--- src/rtl/uart_cmd_ctrl.sv ---
// Frame parser behind the UART byte receiver: turns HEADER/addr/data/checksum
// frames into one register-write strobe, drives the LED bank and error status.
module uart_cmd_ctrl #(
    parameter logic [7:0]  HEADER   = 8'hA5,
    parameter logic [16:0] TIMEOUT  = 17'd65535,
    parameter logic [7:0]  LED_ADDR = 8'h00
) (
    input  logic       sys_clk,
    input  logic       rst_n,
    input  logic [7:0] rx_data,
    input  logic       rx_valid,
    output logic       reg_wr_en,
    output logic [7:0] reg_addr,
    output logic [7:0] reg_wdata,
    output logic       busy,
    output logic       chk_err,
    output logic       to_err,
    output logic [7:0] err_cnt,
    output logic [7:0] led_out
);

    typedef enum logic [2:0] {
        S_HDR  = 3'd0,
        S_ADDR = 3'd1,
        S_DATA = 3'd2,
        S_CHK  = 3'd3,
        S_WR   = 3'd4
    } state_t;

    state_t      r_state;
    state_t      w_state_nxt;
    logic [16:0] r_to_cnt;
    logic [16:0] w_to_cnt_nxt;
    logic [7:0]  r_addr;
    logic [7:0]  r_data;
    logic        r_wr_en;
    logic [7:0]  r_reg_addr;
    logic [7:0]  r_reg_wdata;
    logic        r_busy;
    logic        r_chk_err;
    logic        r_to_err;
    logic [7:0]  r_err_cnt;
    logic [7:0]  r_led;

    logic        w_expired;
    logic        w_wr_go;
    logic        w_chk_bad;
    logic        w_to_fire;
    logic        w_cap_addr;
    logic        w_cap_data;

    // Modulo-256 frame checksum over header, address and data.
    function automatic logic [7:0] frame_sum(input logic [7:0] addr, input logic [7:0] data);
        return HEADER + addr + data;
    endfunction

    assign w_expired = (r_to_cnt == (TIMEOUT - 17'd1));

    // Next-state decode; an arriving byte always takes priority over expiry.
    always_comb begin
        w_state_nxt = r_state;
        w_wr_go     = 1'b0;
        w_chk_bad   = 1'b0;
        w_to_fire   = 1'b0;
        w_cap_addr  = 1'b0;
        w_cap_data  = 1'b0;
        case (r_state)
            S_HDR: begin
                if (rx_valid && (rx_data == HEADER)) begin
                    w_state_nxt = S_ADDR;
                end else begin
                    w_state_nxt = S_HDR;
                end
            end
            S_ADDR: begin
                if (rx_valid) begin
                    w_cap_addr  = 1'b1;
                    w_state_nxt = S_DATA;
                end else if (w_expired) begin
                    w_to_fire   = 1'b1;
                    w_state_nxt = S_HDR;
                end else begin
                    w_state_nxt = S_ADDR;
                end
            end
            S_DATA: begin
                if (rx_valid) begin
                    w_cap_data  = 1'b1;
                    w_state_nxt = S_CHK;
                end else if (w_expired) begin
                    w_to_fire   = 1'b1;
                    w_state_nxt = S_HDR;
                end else begin
                    w_state_nxt = S_DATA;
                end
            end
            S_CHK: begin
                if (rx_valid) begin
                    if (rx_data == frame_sum(r_addr, r_data)) begin
                        w_wr_go     = 1'b1;
                        w_state_nxt = S_WR;
                    end else begin
                        w_chk_bad   = 1'b1;
                        w_state_nxt = S_HDR;
                    end
                end else if (w_expired) begin
                    w_to_fire   = 1'b1;
                    w_state_nxt = S_HDR;
                end else begin
                    w_state_nxt = S_CHK;
                end
            end
            S_WR: begin
                w_state_nxt = S_HDR;
            end
            default: begin
                w_state_nxt = S_HDR;
            end
        endcase
    end

    // Inter-byte timer runs only while waiting inside a frame.
    always_comb begin
        if (rx_valid || w_to_fire || (r_state == S_HDR) || (r_state == S_WR)) begin
            w_to_cnt_nxt = 17'd0;
        end else begin
            w_to_cnt_nxt = r_to_cnt + 17'd1;
        end
    end

    // State, capture registers and all registered outputs.
    always_ff @(posedge sys_clk or negedge rst_n) begin
        if (!rst_n) begin
            r_state     <= S_HDR;
            r_to_cnt    <= 17'd0;
            r_addr      <= 8'h00;
            r_data      <= 8'h00;
            r_wr_en     <= 1'b0;
            r_reg_addr  <= 8'h00;
            r_reg_wdata <= 8'h00;
            r_busy      <= 1'b0;
            r_chk_err   <= 1'b0;
            r_to_err    <= 1'b0;
            r_err_cnt   <= 8'h00;
            r_led       <= 8'h00;
        end else begin
            r_state   <= w_state_nxt;
            r_to_cnt  <= w_to_cnt_nxt;
            r_wr_en   <= w_wr_go;
            r_busy    <= (w_state_nxt != S_HDR);
            r_chk_err <= w_chk_bad;
            r_to_err  <= w_to_fire;
            if (w_cap_addr) begin
                r_addr <= rx_data;
            end
            if (w_cap_data) begin
                r_data <= rx_data;
            end
            if (w_wr_go) begin
                r_reg_addr  <= r_addr;
                r_reg_wdata <= r_data;
            end
            if ((w_chk_bad || w_to_fire) && (r_err_cnt != 8'hFF)) begin
                r_err_cnt <= r_err_cnt + 8'd1;
            end
            // LED bank follows the write one edge later, as S_WR is left.
            if ((r_state == S_WR) && (r_addr == LED_ADDR)) begin
                r_led <= r_data;
            end
        end
    end

    assign reg_wr_en = r_wr_en;
    assign reg_addr  = r_reg_addr;
    assign reg_wdata = r_reg_wdata;
    assign busy      = r_busy;
    assign chk_err   = r_chk_err;
    assign to_err    = r_to_err;
    assign err_cnt   = r_err_cnt;
    assign led_out   = r_led;

endmodule

--- config.mk ---
export PLATFORM = sky130hd
export DESIGN_NAME = uart_cmd_ctrl
export DESIGN_NICKNAME = d
export VERILOG_FILES = /design/src/rtl/uart_cmd_ctrl.sv
export SDC_FILE = /design/constraint.sdc
export NUM_CORES = 1
export LEC_CHECK = 0
export BUFFER_PORTS_ARGS = -buffer_cell sky130_fd_sc_hd__buf_2
export CORE_UTILIZATION = 61
export CTS_CLUSTER_DIAMETER = 120
export DETAILED_ROUTE_END_ITERATION = 6
export PLACE_DENSITY = 0.84
export SLEW_MARGIN = 0
export SYNTH_ARGS = -nofsm -noshare
export SYNTH_HDL_FRONTEND = slang
export SYNTH_SLANG_ARGS = --single-unit
export TNS_END_PERCENT = 100
--- constraint.sdc ---
create_clock -name sys_clk -period 8.2 [get_ports sys_clk]
set_input_delay 0.82 -clock sys_clk [delete_from_list [all_inputs] [get_ports sys_clk]]
set_output_delay 0.82 -clock sys_clk [all_outputs]
set_load 0.005 [all_outputs]
==> results of run 1 <==
## flip-flops by register name, summed over array words and instances, names as in the netlist
register	count
busy	1
led_out	8
reg_addr	8
r_data	8
r_to_cnt	17
chk_err	1
r_addr	8
reg_wdata	8
r_state	3
reg_wr_en	1
to_err	1
err_cnt	8
## cell families (layout without fill, tap and decap cells)
family	after synthesis	in the layout	synth area share, %
DFF	72	72	52.31
xor gates and xnor gates	33	33	8.391
adders and majority gates	17	17	6.393
AOI/OAI and AO/OA	29	29	5.121
buffers and inverters	22	75	2.760
muxes	34	34	11.08
and+or+nand+nor	88	88	13.95
## power groups by stage
stage / Combinational [mW] / Clock, mW / Sequential [mW]
CTS: 0.447 / 0.246 / 0.466
global route: 0.498 / 0.258 / 0.474
floorplan: 0.358 / 0 / 0.453
finish: 0.445 / 0.241 / 0.465
detailed placement: 0.444 / 0 / 0.473
global placement: 0.424 / 0 / 0.470
## Yosys cell counts
| library cell | instances |
|---|---|
| a21o_1 | 2 |
| a21oi_1 | 7 |
| a31oi_1 | 2 |
| and2_1 | 2 |
| and3_1 | 2 |
| and3_2 | 1 |
| and4_1 | 1 |
| buf_2 | 1 |
| buf_4 | 1 |
| buf_6 | 1 |
| clkbuf_1 | 4 |
| dfrtp_1 | 72 |
| fa_1 | 1 |
| ha_1 | 16 |
| inv_1 | 15 |
| mux2_1 | 1 |
| mux2_2 | 32 |
| mux2i_1 | 1 |
| nand2_1 | 20 |
| nand2b_1 | 2 |
| nand3_1 | 13 |
| nand3_2 | 1 |
| nand4_1 | 3 |
| nand4bb_4 | 1 |
| nor2_1 | 25 |
| nor2b_1 | 4 |
| nor3_1 | 2 |
| nor3_4 | 1 |
| nor4_1 | 3 |
| nor4_4 | 1 |
| nor4bb_1 | 2 |
| o2111ai_1 | 1 |
| o21ai_0 | 13 |
| o21ai_4 | 1 |
| o21bai_1 | 2 |
| o31a_1 | 1 |
| or2_2 | 1 |
| or3_1 | 3 |
| xnor2_1 | 15 |
| xor2_1 | 18 |
## worst paths after layout
path,to,depth (start not counted)
worst max-delay path,reg_addr[0],10
worst min-delay path,led_out[0],2
worst max register to register,reg_addr[0],10
worst min register to register,led_out[0],2
max in group asynchronous,err_cnt[3],2
min in group asynchronous,r_to_cnt[4],2
## tightest hold or removal path: stages (launching register included)
cell and delay, ns:
dfrtp_1 0.34, nand2_1 0.04, o21ai_0 0.06
## stage by stage
stage	area [µm²]	power [mW]	std cells	setup slack, ns	hold WS [ns]
after floorplan	3445	0.8110	295	5.221	0.4733
after global placement	3731	0.8931	405	4.756	0.4601
after detailed placement	3731	0.9170	405	4.659	0.4665
after CTS	3891	1.159	418	4.635	0.4821
after global routing	3891	1.229	418	4.450	0.5141
final	3891	1.150	418	4.654	0.4773
## routing by layer
layer | GRT usage (%) | vias to the layer above | part of all wire (%)
li1 | - | 1108 | -
met1 | 30.11 | 1155 | 44
met2 | 38.05 | 50 | 49
met3 | 4.405 | 16 | 4.3
met4 | 13.40 | 0 | 2.6
met5 | 0 | - | 0
## layout make-up
class | count | area share, %
timing repair buffer | 47 | 6.109
clock buffer | 12 | 3.987
clock inverter | 1 | 0.1286
sequential | 72 | 46.30
tap | 70 | 2.251
multi-input combinational | 201 | 39.77
inverter | 15 | 1.447
==> qor.csv, run 1 <==
stage,metric,value,unit
run_status,status,finished clean,
sta,final setup violating endpoints,0,
layout,"Net count, final",374,
setup_path,WP buf/inv,0,
power,Pwr per Cell Area,295.7,nW/µm²
yosys,YS warnings,0,
hold_path,hold wc startpoint,led_out[0],
drt,Post-DRT Antenna Nets,0,
sta,period utilisation layout,43.24,%
clocking,CTS Buf Count,9,
setup_path,CP max-delay cell,and2_1,
clocking,CTS root buf,clkbuf_8,
setup_path,Crit. End Element,register,
drt,initial DRC count,107,
sta,unrepaired setup endpoints after global routing,no,
power,cell internal pwr,0.7396,mW
yosys,Mapped Cells,295,
drt,Post-Route WL,6.283,mm
setup_path,CP Data Required Time,8.42,ns
power,VDD IR max,202.1,µV
sta,fin crit period,3.546,ns
sta,Max Fclk,282.0,MHz
layout,"Core Util, Final",73.84,%
layout,Area Overhead vs Synth,12.97,%
sta,Post-Route Skew,0.008838,ns
floorplan,Core Box Area,5270,µm²
clocking,CTS tree,done,
layout,register area,1802,µm²
layout,"commonest non-fill, non-tap cell in the layout",dfrtp_1,
setup_path,CP cell instances,ha_1 -> ha_1 -> fa_1 -> xnor2_1 -> xnor2_1 -> nor4_1 -> nand3_1 -> nor3_1 -> and2_1 -> mux2_2,
floorplan,io pins,47,
drt,Via Count,2329,
setup_path,"slowest stage delay, CP",0.71,ns
floorplan,Cell Rows,26,
setup_path,crit path from,r_addr[1],
placed_design,Final HPWL DP,4.385,mm
placed_design,Placer Congestion,0.7716,
yosys,syn nets,323,
sta,Final Slew Violations,0,
floorplan,die span in y,77.15,µm
layout,# diodes,0,
yosys,post-synth cell types,40,
hold_path,Hold Crit Class,register to register,
setup_path,"Arr. time, crit path",3.76,ns
grt,pin count of the biggest net entering global routing,73,
setup_path,Crit path max-delay family,simple AND/OR/NAND/NOR gates,
setup_path,CP Max Fanout,18,
setup_path,reg2reg setup slack,4.65,ns
clocking,hold buffers post-CTS,0,
yosys,Area contributors post-synth,"dfrtp_1 (52%), mux2_2 (10%), ha_1 (5.8%), xor2_1 (4.6%), xnor2_1 (3.8%)",
setup_path,Worst R2R Start,r_addr[1],
yosys,average size of a mapped cell,11.68,µm²
drt,DRC viols,0,
floorplan,Initial Utilization,65.36,%
power,Switching Fraction,35.71,%
yosys,synthesized flop and latch total,72,
sta,final setup TNS,0,ns
power,clock network power share,20.9,%
floorplan,die area,5951,µm²
layout,share of cells above drive strength 1,28.16,%
placed_design,Port Buf Inserts,46,
yosys,post-synth top area cell,dfrtp_1,
power,Sw Pwr,0.4108,mW
grt,total grt overflow,0,
yosys,"Seq/Total Area, Yosys",52.31,%
sta,measured slew at the worst slew-check pin,1.155,ns
clocking,insertion delay to the later sink of the worst-skew pair,0.34,ns
clocking,post-CTS repair timing setup buffer count,0,
clocking,clock sinks,72,
drt,wire length per cell,15.03,µm
grt,GRT Resource Usage Total,23.69,%
clocking,maximum buffer depth of the clock tree,2,
clocking,post-cts sizing count,0,
grt,vias in the first global route,2385,
power,Leakage,1.965,nW
setup_path,Crit Path Class,register to register,
clocking,H-tree depth,3,
power,Seq pwr share,40.4,%
power,Logic pwr share,38.6,%
layout,"commonest cells after routing, fill and taps aside","dfrtp_1 (72), buf_2 (46), mux2_2 (32)",
grt,first-pass GRT wire length,10.92,mm
floorplan,die width,77.15,µm
layout,Filler Cell Count,400,
sta,Final Hold Fails,0,
drt,DR pass1 iterations,4,
sta,relative slew slack,22.84,%
setup_path,crit path launch type,register,
yosys,top-area cell type share of the netlist area,52.31,%
drt,DR vias/cell,5.572,
grt,initial antenna violation count,0,
job,max-cap viol count,0,
yosys,"Cell Area, Synth",3445,µm²
layout,multi-input logic area,1548,µm²
clocking,clk slew on worst S/H paths,0.07,ns
Power figures use the tool's default switching activity.
==> run 2, diff against run 1 <==
Settings changed: CORE_UTILIZATION 61 to 57, PLACE_DENSITY 0.84 to 0.79.
Clock period 8.2 ns to 3.5 ns, I/O delays scaled along.
==> run 2 against run 1 <==
Die area is 6.8% higher. Clock skew is 0.0019 ns lower. Combinational power is 140% higher. Critical path depth is 1 higher. Clock power is 130% higher. First-iteration DRC count is 29% higher. Sequential cell count stayed put. Global-route usage is 1.0 points lower. Count of clock-buffer cells in the layout stayed put. Sequential power is 130% higher.
==> qor.csv, run 2 (same netlist as run 1, synthesis figures left out) <==
stage,metric,value,unit,change
run_status,status,finished clean,,
clocking,clock sinks,72,,unchanged
sta,PnR worst setup slack,0.1838,ns,-4.470 ns
clocking,CTS root buf,clkbuf_8,,
placed_design,Final HPWL DP,4.550,mm,+3.8%
power,Sw Pwr,0.9947,mW,+140%
sta,final setup violating endpoints,0,,unchanged
floorplan,die area,6358,µm²,+6.8%
drt,Post-DRT Antenna Nets,0,,unchanged
grt,GRT Resource Usage Total,22.67,%,-1.0 points
power,clock network power share,20.6,%,-0.3 points
drt,DR pass1 iterations,4,,unchanged
layout,# diodes,0,,unchanged
grt,first-pass GRT wire length,10.73,mm,-1.8%
floorplan,die span in y,79.74,µm,+3.4%
floorplan,Initial Utilization,60.69,%,-4.7 points
clocking,H-tree depth,3,,unchanged
drt,Post-Route WL,6.381,mm,+1.6%
clocking,clk slew on worst S/H paths,0.07,ns,about the same
grt,vias in the first global route,2270,,-4.8%
sta,measured slew at the worst slew-check pin,0.9352,ns,-0.2198 ns
clocking,post-cts sizing count,0,,unchanged
floorplan,Core Box Area,5675,µm²,+7.7%
sta,unrepaired setup endpoints after global routing,no,,
sta,Max Fclk,301.5,MHz,+6.9%
layout,register area,1802,µm²,unchanged
drt,Via Count,2318,,-0.47%
layout,Filler Cell Count,439,,+9.8%
power,Logic pwr share,39.3,%,+0.7 points
floorplan,io pins,47,,unchanged
layout,"Most flops, register",r_to_cnt,,
layout,"commonest cells after routing, fill and taps aside","dfrtp_1 (72), buf_2 (46), mux2_2 (32)",,
sta,period utilisation layout,94.75,%,+52 points
placed_design,Port Buf Inserts,46,,unchanged
placed_design,placed instance area,3756,µm²,+0.67%
clocking,CTS tree,done,,
setup_path,Crit Path Class,register to register,,
setup_path,crit path launch type,register,,
floorplan,die width,79.74,µm,+3.4%
clocking,hold buffers post-CTS,0,,unchanged
power,cell internal pwr,1.725,mW,+130%
hold_path,Hold Crit Class,primary input to asynchronous set/reset pin,,
sta,Final Hold Fails,0,,unchanged
floorplan,Cell Rows,27,,+3.8%
drt,DRC viols,0,,unchanged
setup_path,"Arr. time, crit path",3.53,ns,-0.23 ns
sta,final setup TNS,0,ns,unchanged
layout,cell area after layout,3921,µm²,+0.77%
layout,share of cells above drive strength 1,29.10,%,+0.94 points
power,Seq pwr share,40.1,%,-0.3 points
sta,Final Slew Violations,0,,unchanged
power,Switching Fraction,36.57,%,+0.86 points
power,Leakage,1.986,nW,+1.1%
layout,max reg flops,17,,unchanged
drt,wire length per cell,14.98,µm,-0.35%
power,Pwr per Cell Area,693.6,nW/µm²,+130%
job,max-cap viol count,0,,unchanged
clocking,insertion delay to the later sink of the worst-skew pair,0.34,ns,about the same
setup_path,CP Max Fanout,13,,-5
layout,multi-input logic area,1548,µm²,unchanged
clocking,post-CTS repair timing setup buffer count,0,,unchanged
grt,initial antenna violation count,0,,unchanged
sta,fin crit period,3.316,ns,-0.2296 ns
clocking,CTS Buf Count,9,,unchanged
sta,relative slew slack,37.42,%,+15 points
sta,Post-Route Skew,0.006984,ns,-0.001854 ns
drt,initial DRC count,138,,+29%
setup_path,CP Data Required Time,3.71,ns,-4.71 ns
placed_design,Placer Congestion,0.8137,,+5.5%
clocking,maximum buffer depth of the clock tree,2,,unchanged
placed_design,pre-CTS worst setup slack,0.2453,ns,-4.414 ns
layout,"commonest non-fill, non-tap cell in the layout",dfrtp_1,,
grt,total grt overflow,0,,unchanged
setup_path,Crit. End Element,register,,
drt,DR vias/cell,5.441,,-2.3%
grt,pin count of the biggest net entering global routing,73,,unchanged
power,VDD IR max,488.2,µV,+140%
layout,"Net count, final",377,,+0.80%
layout,Area Overhead vs Synth,13.84,%,
run 2: cell types whose count changed in the layout (fill, tap and decap cells not counted), sizes merged:
cell,change
buf,+3
clkinv,+3
run 2: worst max-delay path: stages (launching register included):
cell	delay (ns)
dfrtp_1	0.41
ha_1	0.31
ha_1	0.24
fa_1	0.41
xnor2_1	0.15
xnor2_1	0.14
nor4_1	0.31
nand3_1	0.14
nor3_1	0.28
and2_1	0.20
buf_4	0.23
mux2_2	0.36
run 2: layer usage:
| metal | vias to the layer above | GRT usage [%] | wire (µm) |
|---|---|---|---|
| li1 | 1112 | - | - |
| met1 | 1145 | 29.40 | 2988 |
| met2 | 47 | 37.09 | 3054 |
| met3 | 14 | 3.886 | 181 |
| met4 | 0 | 10.54 | 157 |
| met5 | - | 0 | 0 |
run 2: area by class of cell:
cell class	count	share of cell area (%)
well taps	72	2.297
repair buffers	50	6.637
flip-flops and latches	72	45.95
clock inverters	4	0.5105
inverters	15	1.436
multi-input cells	201	39.47
clock buffers	12	3.701
run 2: power by group through the flow:
stage	combinational, mW	clock [mW]	sequential [mW]
after floorplan	0.839	0	1.06
after global placement	1.03	0	1.10
after detailed placement	1.06	0	1.10
after CTS	1.07	0.573	1.09
after global routing	1.20	0.608	1.11
final	1.07	0.560	1.09
run 2: worst paths after layout:
check                      startpoint           to  depth (start not counted)  slack, ns
hold reg to reg            led_out[5]   led_out[5]                          2       0.48
setup reg to reg            r_addr[1]  reg_addr[6]                         11       0.18
max in group asynchronous       rst_n  r_to_cnt[8]                          2       2.71
hold / removal                  rst_n  r_to_cnt[3]                          2       0.20
min in group sys_clk       rx_data[0]    r_data[0]                          3       0.29
setup / recovery            r_addr[1]  reg_addr[6]                         11       0.18
run 2: metrics by stage:
| stage | hold slack, ns | total power, mW | util, % | cells |
|---|---|---|---|---|
| 2_1_floorplan | 0.05441 | 1.900 | - | 295 |
| 3_3_place_gp | 0.4636 | 2.132 | 66.18 | 410 |
| 3_5_place_dp | 0.4691 | 2.164 | 66.18 | 410 |
| 4_1_cts | 0.2460 | 2.729 | 69.09 | 426 |
| 5_1_grt | 0.2790 | 2.914 | 69.09 | 426 |
| 6_report | 0.1998 | 2.720 | 69.09 | 426 |
==> run 3, diff against run 2 <==
Settings changed: CORE_UTILIZATION 57 to 61, PLACE_DENSITY 0.79 to 0.84.
Clock period 3.5 ns to 4.1 ns, I/O delays scaled along.
==> run 3 against run 2 <==
Non-clock buffer count down 2. Critical path depth stayed put. Register-to-register slack gained 0.34 ns. Largest cell class unchanged. Count of clock-buffer cells in the layout decreased by 2. Routed wire length rose by 5.9%.
==> qor.csv, run 3 (same netlist as run 1, synthesis figures left out) <==
stage,metric,value,unit,change
clocking,CTS Buf Count,9,,unchanged
setup_path,CP Max Fanout,11,,-2
grt,total grt overflow,0,,unchanged
placed_design,pre-CTS worst setup slack,0.5356,ns,+0.2903 ns
layout,"commonest cells after routing, fill and taps aside","dfrtp_1 (72), buf_2 (46), mux2_2 (32)",,
clocking,CTS root buf,clkbuf_8,,
floorplan,Cell Rows,26,,-3.7%
layout,max reg flops,17,,unchanged
floorplan,Core Box Area,5270,µm²,-7.1%
power,Logic pwr share,36.9,%,-2.4 points
layout,"Most flops, register",r_to_cnt,,
setup_path,CP Data Required Time,4.32,ns,+0.61 ns
drt,Post-Route WL,6.756,mm,+5.9%
run_status,status,finished clean,,
drt,DRC viols,0,,unchanged
sta,PnR worst setup slack,0.5198,ns,+0.3360 ns
clocking,clk slew on worst S/H paths,0.08,ns,about the same
sta,Final Hold Fails,0,,unchanged
power,clock network power share,25.3,%,+4.7 points
clocking,hold buffers post-CTS,0,,unchanged
sta,measured slew at the worst slew-check pin,1.175,ns,+0.2402 ns
power,total power draw,2.451,mW,-9.9%
clocking,clock sinks,72,,unchanged
layout,"Net count, final",375,,-0.53%
sta,final setup TNS,0,ns,unchanged
sta,fin crit period,3.580,ns,+0.2640 ns
layout,Area Overhead vs Synth,14.93,%,
clocking,maximum buffer depth of the clock tree,2,,unchanged
drt,initial DRC count,123,,-11%
sta,Hold Slack,0.1403,ns,-0.05952 ns
setup_path,Crit. End Element,register,,
placed_design,Final HPWL DP,4.695,mm,+3.2%
placed_design,placed instance area,3739,µm²,-0.47%
setup_path,"Arr. time, crit path",3.80,ns,+0.27 ns
floorplan,io pins,47,,unchanged
setup_path,Crit Path Class,register to register,,
sta,relative slew slack,21.48,%,-16 points
floorplan,Initial Utilization,65.36,%,+4.7 points
placed_design,Placer Congestion,0.8389,,+3.1%
sta,period utilisation layout,87.32,%,-7.4 points
power,Seq pwr share,37.9,%,-2.2 points
clocking,H-tree depth,3,,unchanged
drt,DR pass1 iterations,4,,unchanged
clocking,CTS tree,done,,
drt,wire length per cell,16.01,µm,+6.9%
clocking,post-CTS repair timing setup buffer count,0,,unchanged
setup_path,crit path launch type,register,,
sta,final setup violating endpoints,0,,unchanged
drt,Post-DRT Antenna Nets,0,,unchanged
drt,DR vias/cell,5.509,,+1.3%
layout,Filler Cell Count,370,,-16%
power,VDD IR max,493.2,µV,+1.0%
layout,"commonest non-fill, non-tap cell in the layout",dfrtp_1,,
layout,register area,1802,µm²,unchanged
sta,Max Fclk,279.3,MHz,-7.4%
power,Sw Pwr,0.8584,mW,-14%
sta,unrepaired setup endpoints after global routing,no,,
job,max-cap viol count,0,,unchanged
hold_path,Hold Crit Class,primary input to asynchronous set/reset pin,,
clocking,post-cts sizing count,0,,unchanged
power,Switching Fraction,35.02,%,-1.6 points
grt,pin count of the biggest net entering global routing,39,,-47%
power,Leakage,1.998,nW,+0.62%
placed_design,Port Buf Inserts,46,,unchanged
floorplan,die area,5951,µm²,-6.4%
layout,# diodes,0,,unchanged
grt,initial antenna violation count,0,,unchanged
floorplan,die width,77.15,µm,-3.2%
grt,GRT Resource Usage Total,25.32,%,+2.7 points
layout,share of cells above drive strength 1,29.26,%,+0.17 points
clocking,insertion delay to the later sink of the worst-skew pair,0.34,ns,about the same
sta,Final Slew Violations,0,,unchanged
layout,cell area after layout,3959,µm²,+0.96%
grt,first-pass GRT wire length,11.52,mm,+7.3%
floorplan,die span in y,77.15,µm,-3.2%
power,Pwr per Cell Area,619.1,nW/µm²,-11%
grt,vias in the first global route,2491,,+9.7%
layout,multi-input logic area,1548,µm²,unchanged
sta,Post-Route Skew,0.008012,ns,+0.001028 ns
drt,Via Count,2325,,+0.30%
power,cell internal pwr,1.593,mW,-7.7%
## run 3: cell types whose count changed in the layout (fill, tap and decap cells not counted), sizes merged
cell      change
clkinvlp      +1
buf           -2
bufinv        +2
clkbuf        -2
clkinv        -1
## run 3: area by class of cell
| type | count | share of cell area [%] |
|---|---|---|
| inverters | 15 | 1.422 |
| clock inverters | 6 | 2.086 |
| flip-flops and latches | 72 | 45.51 |
| repair buffers | 48 | 6.195 |
| multi-input cells | 201 | 39.10 |
| clock buffers | 10 | 3.477 |
| well taps | 70 | 2.212 |
## run 3: critical path: stages, from the launching register on
cell and delay [ns]:
dfrtp_1 0.42, ha_1 0.31, ha_1 0.23, fa_1 0.41
xnor2_1 0.15, xnor2_1 0.13, nor4_1 0.28, nand3_1 0.15
nor3_1 0.30, and2_1 0.45, buf_4 0.28, mux2_2 0.35
## run 3: routing by layer
layer | global-route usage (%) | wire length (µm) | up-vias
li1 | - | - | 1116
met2 | 43.72 | 3435 | 56
met4 | 10.19 | 117 | 0
met5 | 0 | 0 | -
met1 | 30.91 | 2908 | 1141
met3 | 5.119 | 295 | 12
## run 3: worst paths after layout
kind | depth (start not counted) | startpoint | slack [ns] | end
worst min-delay path | 1 | rst_n | 0.14 | r_to_cnt[3]
max in group asynchronous | 2 | rst_n | 3.00 | r_addr[7]
worst max-delay path | 11 | r_addr[1] | 0.52 | reg_addr[6]
worst max register to register | 11 | r_addr[1] | 0.52 | reg_addr[6]
min in group sys_clk | 3 | rx_data[0] | 0.35 | r_addr[0]
worst min register to register | 2 | led_out[5] | 0.48 | led_out[5]
## run 3: power by group through the flow
stage                     clock network, mW  registers, mW  logic (mW)
final                                 0.619          0.929       0.903
after global routing                  0.657          0.943        1.02
after CTS                             0.624          0.926       0.901
after detailed placement                  0          0.940       0.887
after global placement                    0          0.935       0.852
after floorplan                           0          0.906       0.716
## run 3: per-stage QoR
stage                     util, %  instances
final                       75.12        422
after CTS                   75.12        422
after global routing        75.12        422
after floorplan                 -        295
after global placement      70.94        406
after detailed placement    70.94        406
